--- config.mk ---
export PLATFORM = sky130hd
export DESIGN_NAME = mem_wb_skid_reg_flat
export DESIGN_NICKNAME = d
export VERILOG_FILES = /design/src/rtl/mem_wb_skid_reg_if.sv /design/src/rtl/mem_wb_skid_reg.sv /design/src/flat_wrapper.sv
export SDC_FILE = /design/constraint.sdc
export NUM_CORES = 1
export LEC_CHECK = 0
export BUFFER_PORTS_ARGS = -buffer_cell sky130_fd_sc_hd__buf_4
export CAP_MARGIN = 20
export CELL_PAD_IN_SITES_DETAIL_PLACEMENT = 1
export CELL_PAD_IN_SITES_GLOBAL_PLACEMENT = 2
export CORE_MARGIN = 5
export CORE_UTILIZATION = 33
export CTS_CLUSTER_SIZE = 24
export DETAILED_ROUTE_END_ITERATION = 10
export PLACE_DENSITY = 0.91
export SETUP_SLACK_MARGIN = 0.5
export SLEW_MARGIN = 30
export SYNTH_ARGS = -nofsm -noshare
export SYNTH_HDL_FRONTEND = slang
export SYNTH_SLANG_ARGS = --single-unit
--- constraint.sdc ---
create_clock -name clk -period 2.04 [get_ports clk]
set_clock_uncertainty 0.1 [all_clocks]
set_input_delay 0.204 -clock clk [delete_from_list [all_inputs] [get_ports clk]]
set_output_delay 0.204 -clock clk [all_outputs]
set_load 0.02 [all_outputs]
--- src/rtl/mem_wb_skid_reg_if.sv ---
// MEM->WB handshake bundle: upstream entry fields, downstream head fields and occupancy.
// The master side drives the upstream entry and consumes the head; the stage itself is the slave.
interface mem_wb_skid_reg_if #(
    parameter int DATA_W = 32,
    parameter int DST_W  = 4
);
    logic              in_valid;
    logic              in_ready;
    logic [DST_W-1:0]  in_dst;
    logic [DATA_W-1:0] in_alu_res;
    logic [DATA_W-1:0] in_mem;
    logic              in_mem_read;
    logic              in_wb_en;

    logic              out_valid;
    logic              out_ready;
    logic [DST_W-1:0]  out_dst;
    logic [DATA_W-1:0] out_alu_res;
    logic [DATA_W-1:0] out_mem;
    logic              out_mem_read;
    logic              out_wb_en;
    logic [DATA_W-1:0] out_wb_data;
    logic              out_wb_fire;
    logic [1:0]        occupancy;

    modport master (
        output in_valid, in_dst, in_alu_res, in_mem, in_mem_read, in_wb_en, out_ready,
        input  in_ready, out_valid, out_dst, out_alu_res, out_mem, out_mem_read,
        input  out_wb_en, out_wb_data, out_wb_fire, occupancy
    );

    modport slave (
        input  in_valid, in_dst, in_alu_res, in_mem, in_mem_read, in_wb_en, out_ready,
        output in_ready, out_valid, out_dst, out_alu_res, out_mem, out_mem_read,
        output out_wb_en, out_wb_data, out_wb_fire, occupancy
    );
endinterface

--- src/rtl/mem_wb_skid_reg.sv ---
// MEM->WB stage register with a 2-entry skid buffer (head + skid), registered in_ready,
// synchronous flush and the write-back data mux on the head entry.
module mem_wb_skid_reg #(
    parameter int DATA_W = 32,
    parameter int DST_W  = 4
) (
    input  logic             clk,
    input  logic             rst,
    input  logic             flush,
    mem_wb_skid_reg_if.slave bus
);
    typedef struct packed {
        logic [DST_W-1:0]  dst;
        logic [DATA_W-1:0] alu_res;
        logic [DATA_W-1:0] mem;
        logic              mem_read;
        logic              wb_en;
    } entry_t;

    // State encoding doubles as the occupancy count.
    typedef enum logic [1:0] {
        EMPTY = 2'd0,
        ONE   = 2'd1,
        TWO   = 2'd2
    } state_e;

    state_e state_q, state_d;
    entry_t head_q, head_d;
    entry_t skid_q, skid_d;
    entry_t in_entry;
    logic   accept;
    logic   rel;

    assign in_entry = '{dst:      bus.in_dst,
                        alu_res:  bus.in_alu_res,
                        mem:      bus.in_mem,
                        mem_read: bus.in_mem_read,
                        wb_en:    bus.in_wb_en};

    assign bus.in_ready  = (state_q != TWO);
    assign bus.out_valid = (state_q != EMPTY);
    assign bus.occupancy = state_q;

    assign accept = bus.in_valid & bus.in_ready;
    assign rel    = bus.out_valid & bus.out_ready;

    always_comb begin
        state_d = state_q;
        head_d  = head_q;
        skid_d  = skid_q;
        if (flush) begin
            // Payload is left untouched; it is don't-care once the stage is empty.
            state_d = EMPTY;
        end else begin
            case (state_q)
                EMPTY: begin
                    if (accept) begin
                        state_d = ONE;
                        head_d  = in_entry;
                    end
                end
                ONE: begin
                    if (accept && rel) begin
                        head_d = in_entry;
                    end else if (accept) begin
                        state_d = TWO;
                        skid_d  = in_entry;
                    end else if (rel) begin
                        state_d = EMPTY;
                    end
                end
                TWO: begin
                    if (rel) begin
                        state_d = ONE;
                        head_d  = skid_q;
                    end
                end
                default: state_d = EMPTY;
            endcase
        end
    end

    always_ff @(posedge clk) begin
        if (rst) begin
            state_q <= EMPTY;
            head_q  <= '0;
            skid_q  <= '0;
        end else begin
            state_q <= state_d;
            head_q  <= head_d;
            skid_q  <= skid_d;
        end
    end

    assign bus.out_dst      = head_q.dst;
    assign bus.out_alu_res  = head_q.alu_res;
    assign bus.out_mem      = head_q.mem;
    assign bus.out_mem_read = head_q.mem_read;
    assign bus.out_wb_en    = head_q.wb_en;
    assign bus.out_wb_data  = head_q.mem_read ? head_q.mem : head_q.alu_res;
    assign bus.out_wb_fire  = bus.out_valid & bus.out_ready & head_q.wb_en;
endmodule

--- src/flat_wrapper.sv ---
// flat-port wrapper written by rule: the top's interface ports become plain ports
module mem_wb_skid_reg_flat 
#(
    parameter int DATA_W = 32,
    parameter int DST_W  = 4
)
  (clk, rst, flush, bus_in_valid, bus_in_dst, bus_in_alu_res, bus_in_mem, bus_in_mem_read, bus_in_wb_en, bus_out_ready, bus_in_ready, bus_out_valid, bus_out_dst, bus_out_alu_res, bus_out_mem, bus_out_mem_read, bus_out_wb_en, bus_out_wb_data, bus_out_wb_fire, bus_occupancy);
  mem_wb_skid_reg_if #(.DATA_W(DATA_W), .DST_W(DST_W)) bus_i ();
  input  logic clk;
  input  logic rst;
  input  logic flush;
  input wire logic [$bits(bus_i.in_valid)-1:0] bus_in_valid;
  input wire logic [$bits(bus_i.in_dst)-1:0] bus_in_dst;
  input wire logic [$bits(bus_i.in_alu_res)-1:0] bus_in_alu_res;
  input wire logic [$bits(bus_i.in_mem)-1:0] bus_in_mem;
  input wire logic [$bits(bus_i.in_mem_read)-1:0] bus_in_mem_read;
  input wire logic [$bits(bus_i.in_wb_en)-1:0] bus_in_wb_en;
  input wire logic [$bits(bus_i.out_ready)-1:0] bus_out_ready;
  output wire logic [$bits(bus_i.in_ready)-1:0] bus_in_ready;
  output wire logic [$bits(bus_i.out_valid)-1:0] bus_out_valid;
  output wire logic [$bits(bus_i.out_dst)-1:0] bus_out_dst;
  output wire logic [$bits(bus_i.out_alu_res)-1:0] bus_out_alu_res;
  output wire logic [$bits(bus_i.out_mem)-1:0] bus_out_mem;
  output wire logic [$bits(bus_i.out_mem_read)-1:0] bus_out_mem_read;
  output wire logic [$bits(bus_i.out_wb_en)-1:0] bus_out_wb_en;
  output wire logic [$bits(bus_i.out_wb_data)-1:0] bus_out_wb_data;
  output wire logic [$bits(bus_i.out_wb_fire)-1:0] bus_out_wb_fire;
  output wire logic [$bits(bus_i.occupancy)-1:0] bus_occupancy;
  assign bus_i.in_valid = bus_in_valid;
  assign bus_i.in_dst = bus_in_dst;
  assign bus_i.in_alu_res = bus_in_alu_res;
  assign bus_i.in_mem = bus_in_mem;
  assign bus_i.in_mem_read = bus_in_mem_read;
  assign bus_i.in_wb_en = bus_in_wb_en;
  assign bus_i.out_ready = bus_out_ready;
  assign bus_in_ready = bus_i.in_ready;
  assign bus_out_valid = bus_i.out_valid;
  assign bus_out_dst = bus_i.out_dst;
  assign bus_out_alu_res = bus_i.out_alu_res;
  assign bus_out_mem = bus_i.out_mem;
  assign bus_out_mem_read = bus_i.out_mem_read;
  assign bus_out_wb_en = bus_i.out_wb_en;
  assign bus_out_wb_data = bus_i.out_wb_data;
  assign bus_out_wb_fire = bus_i.out_wb_fire;
  assign bus_occupancy = bus_i.occupancy;
  mem_wb_skid_reg #(.DATA_W(DATA_W), .DST_W(DST_W)) u_core (.clk(clk), .rst(rst), .flush(flush), .bus(bus_i));
endmodule
# == Word-level counts from Yosys, hierarchy flattened ==
# Index checks and enable logic that the tools add are counted.
# word_totals
reg_bits,142
elab_cells,43
# op_classes
n_mux,11
reduce_logical,8
bitwise,5
eq_ne,8
# ops
op,n
$mux W70,3
$pmux W70 S3,1
$mux W32,1
$mux W2,5
$reduce_and A4 Y1,2
$ne A2 B1 Y1 const B,3
$pmux W2 S3,1
$reduce_and A5 Y1,1
$ne A2 B2 Y1 const B,2
$and A1 B1 Y1,3
$ne A3 B1 Y1 const B,1
$reduce_bool A3 Y1,1
$eq A2 B1 Y1 const B,1
$eq A2 B2 Y1 const B,1
$logic_not A2 Y1,1
$not A1 Y1,2
$reduce_bool A2 Y1,1
$reduce_or A2 Y1,1
$logic_and A1 B1 Y1,1

# == Depth between registers and ports, before layout ==
# logic_depth
word_depth,6
mapped_depth,6

# == Worst setup path before layout ==
# Ideal clock, no wire load.
# synth_timing
path_type,register to register
from,register u_core.state_q[0] (netlist: u_core.bus.occupancy[0])
to,register u_core.skid_q[0] in the netlist's numbering
setup_ps,132
arrival_ps,1395
n_path_buf,2
setup_slack_ps,413
stages_incl_launch_ff,7
synth_period_minus_slack_ps,1627
path_cell_list,dfxtp_1 -> nand2b_4 -> or3_1 -> buf_2 -> buf_6 -> nand2_1 -> a21oi_1
# synth_between
elab_chain_len,5
# synth_lines
element,line,text
"start, declared",mem_wb_skid_reg.sv:27,"state_e state_q, state_d;"
"start signal, assigned",mem_wb_skid_reg.sv:89,state_q <= state_d;
$ne A2 B2 Y1 or $reduce_bool A2 Y1 (tied branches),"mem_wb_skid_reg.sv:40, mem_wb_skid_reg.sv:41",
$and A1 B1 Y1 (on tied branches),"mem_wb_skid_reg.sv:44, mem_wb_skid_reg.sv:45",
$logic_and A1 B1 Y1,mem_wb_skid_reg.sv:63,if (accept && rel) begin
$not A1 Y1 (no source line),--,
$reduce_and A4 Y1 (no source line) *,--,
"end signal, assigned",mem_wb_skid_reg.sv:91,skid_q <= skid_d;
"end, declared",mem_wb_skid_reg.sv:29,"entry_t skid_q, skid_d;"
# Every way passes the cells marked *; elsewhere a longest branch is shown, timed or not.
# A chain may end at the register's enable or synchronous reset.

# == Final worst setup path ==
# layout_timing
from,register u_core.state_q[1] (netlist: u_core.bus.occupancy[1])
to,register u_core.skid_q[48] in the netlist's numbering
# The elaborated chain is that of the path after synthesis.

==> flow_summary.ini <==
[timing]
tightest_slew_ns = 1.07
finalHoldViolCount = 0
hold-worst-slack_ns = 0.130
worst_slew_margin_rel_pct = 29.0
post-route-min-period_ns = 1.94
fin_ws_ns = 0.100
setup_tns_ns = 0
report.final.slew_viol_count = 0
min_period_over_period_pct = 95.1
rsz0062_at_grt = true
max_freq_mhz = 516
setup_viol = 0

[critical_path]
crit_buf_inv = 6
cp_max_fo = 8
crit_slowest_cell = dfxtp_4
critPathRequiredTime_ns = 2.30
crit_path_max_incr_delay_ns = 0.35
rr_startpoint = u_core.bus.occupancy[1]$_SDFFE_PP0P_
start_kind = flip-flop
worstPathArrival_ns = 2.20
critPathTopFamily = buffers and inverters
cp-end-kind = flip-flop
path_class = reg2reg
crit_chain = buf_6 -> nand2b_4 -> buf_6 -> nor3_4 -> buf_12 -> buf_12 -> buf_6 -> buf_16 -> nand2_2 -> a21oi_2
startpoint = u_core.bus.occupancy[1]$_SDFFE_PP0P_
crit_top_cell = buf_6
rrSetupSlack_ns = 0.10

[yosys]
synth_warnings = 0
avgSynthCellArea_um2 = 9.64
ys_async_sr_fraction_pct = 0
yosysSeqAreaShare_pct = 38.7
syn_nets = 837
yosys.area.top_type = dfxtp_1
yosys-top-cells-area = dfxtp_1 (39%), o41ai_2 (15%), mux2i_1 (9.5%), nand2_1 (7.3%), nor2b_1 (6.0%)
synth_area_um2 = 7350
synth_ff_type = dfxtp_1
synth_edf_count = 0
ys_types = 27
syn_inst = 762
ys_ff_latch = 142
synth_common_cells = dfxtp_1 (142), nand2_1 (142), a21oi_1 (71)
synth_top_area_share_pct = 38.7

[drt]
drc_errors = 0
vias = 7750
final_antenna_net_count = 0
viasPerCell = 5.64
drt-initial-drc-count = 505
totalWireLength_um = 40900
drtPass1Iterations = 7
wl_per_cell_um = 29.8

[finish]
design_area_um2 = 14300
area_growth_pct = 94.7
num-nets-final = 1155
drive_gt1_share_pct = 63.6
finish.utilization_pct = 65.3
fin_cells = 1374

[clock_network]
cts_buffers = 17
cts_max_path_buffers = 2
htreeDepth = 4
cts-root-buf = clkbuf_16
cts_tree = built
path_clk_slew_ns = 0.07
clock_sinks = 142
clk_latency_ns = 0.44

[job]
cap_violations = 0

[grt]
grt_pass1_wl_um = 54300
grt-ovfl-total = 0
grt_max_degree = 83
first_global_vias = 8645
grt_usage_pct = 27.6
antenna_found_initial = 1

[die]
io_pins = 182
core_area_um2 = 21900
die_area_um2 = 25300
initial_utilization_pct = 33.6
die_y_um = 159
rows = 54
die_w_um = 159

[power_and_ir_drop]
power_mw = 8.23
p_leak_nw = 6.16
p_per_area_nw_per_um2 = 575
worst_ir_drop_vdd_mv = 0.486

[placed_design]
place_area_um2 = 8870
dp_slack_ns = 0.290
portBuffers = 181
dpl.cell_count = 1163
place_congestion = 0.738
dp_hpwl_um = 14100

[min_path]
hp-start = bus_in_valid
hp-class = in2reg

[outcome]
status = completed
## path summary, 6_finish.rpt
| path | cells past startpoint | end |
|---|---|---|
| worst max-delay path | 10 | u_core.skid_q[48]$_SDFFE_PP0P_ |
| worst min-delay path | 4 | u_core.bus.occupancy[0]$_SDFFE_PP0P_ |
| worst max register to register | 10 | u_core.skid_q[48]$_SDFFE_PP0P_ |
| worst min register to register | 2 | u_core.skid_q[43]$_SDFFE_PP0P_ |
## per-layer routing
layer	part of all wire [%]	track usage (%)	vias up
met5	0	0	-
met2	54	51.0	309
met3	4.6	6.16	115
met4	4.8	13.8	0
li1	-	-	3389
met1	37	29.5	3937
## cell usage in the layout (no fill, tap or decap), drive strengths merged, types with 2 or more instances in the layout
cell / n
mux2i: 70
o21ai: 70
clkinv: 6
nor3: 2
nand2: 142
mux2: 32
buf: 303
o41ai: 70
nand2b: 3
clkinvlp: 3
nor2b: 70
clkbuf: 25
dfxtp: 142
bufinv: 2
inv: 2
a21oi: 72
dlygate4sd3: 71
## logic make-up (layout without fill, tap and decap cells)
| logic type | after synthesis | after routing | share of synthesized area (%) |
|---|---|---|---|
| other | 0 | 1 | 0 |
| DFF | 142 | 142 | 38.7 |
| muxes | 102 | 102 | 14.4 |
| AOI/OAI and AO/OA | 215 | 215 | 25.4 |
| and+or+nand+nor | 222 | 222 | 14.3 |
| buffers and inverters | 81 | 412 | 7.14 |
## worst min-delay path: stages
cell    delay (ns)
buf_4         0.12
o21a_1        0.13
o22a_1        0.14
nor3_1        0.05
## repair_timing
item                                   4_1_cts  5_1_grt
buffers inserted                            54        3
endpoints found under the hold margin       71        0
pin swaps                                  129       80
hold buffers                                71        0
setup endpoints to repair                  175      176
gates cloned                                45        5
resized for setup                          310      227
## sequential cells by signal (all words and copies together) (netlist names)
signal and flops:
u_core.skid_q 70, u_core.bus.out_alu_res 32, u_core.bus.out_mem 32, u_core.bus.out_dst 4
u_core.bus.occupancy 2, u_core.bus.out_mem_read 1, u_core.bus.out_wb_en 1
## cell type report
type / count / area [um^2]
timing repair buffer: 380 / 4710
fill: 2070 / 7590
clock buffer: 19 / 453
clock inverter: 13 / 138
tap: 280 / 350
multi-input combinational: 539 / 5790
antenna: 1 / 2.50
sequential: 142 / 2850
## power breakdown
| group | switching, mW | internal [mW] | leakage, nW |
|---|---|---|---|
| Clock | 1.44 | 1.87 | 0.286 |
| Sequential | 0.0972 | 2.85 | 1.15 |
| Combinational | 1.02 | 0.942 | 4.72 |
(Power assumes the default switching activity.)
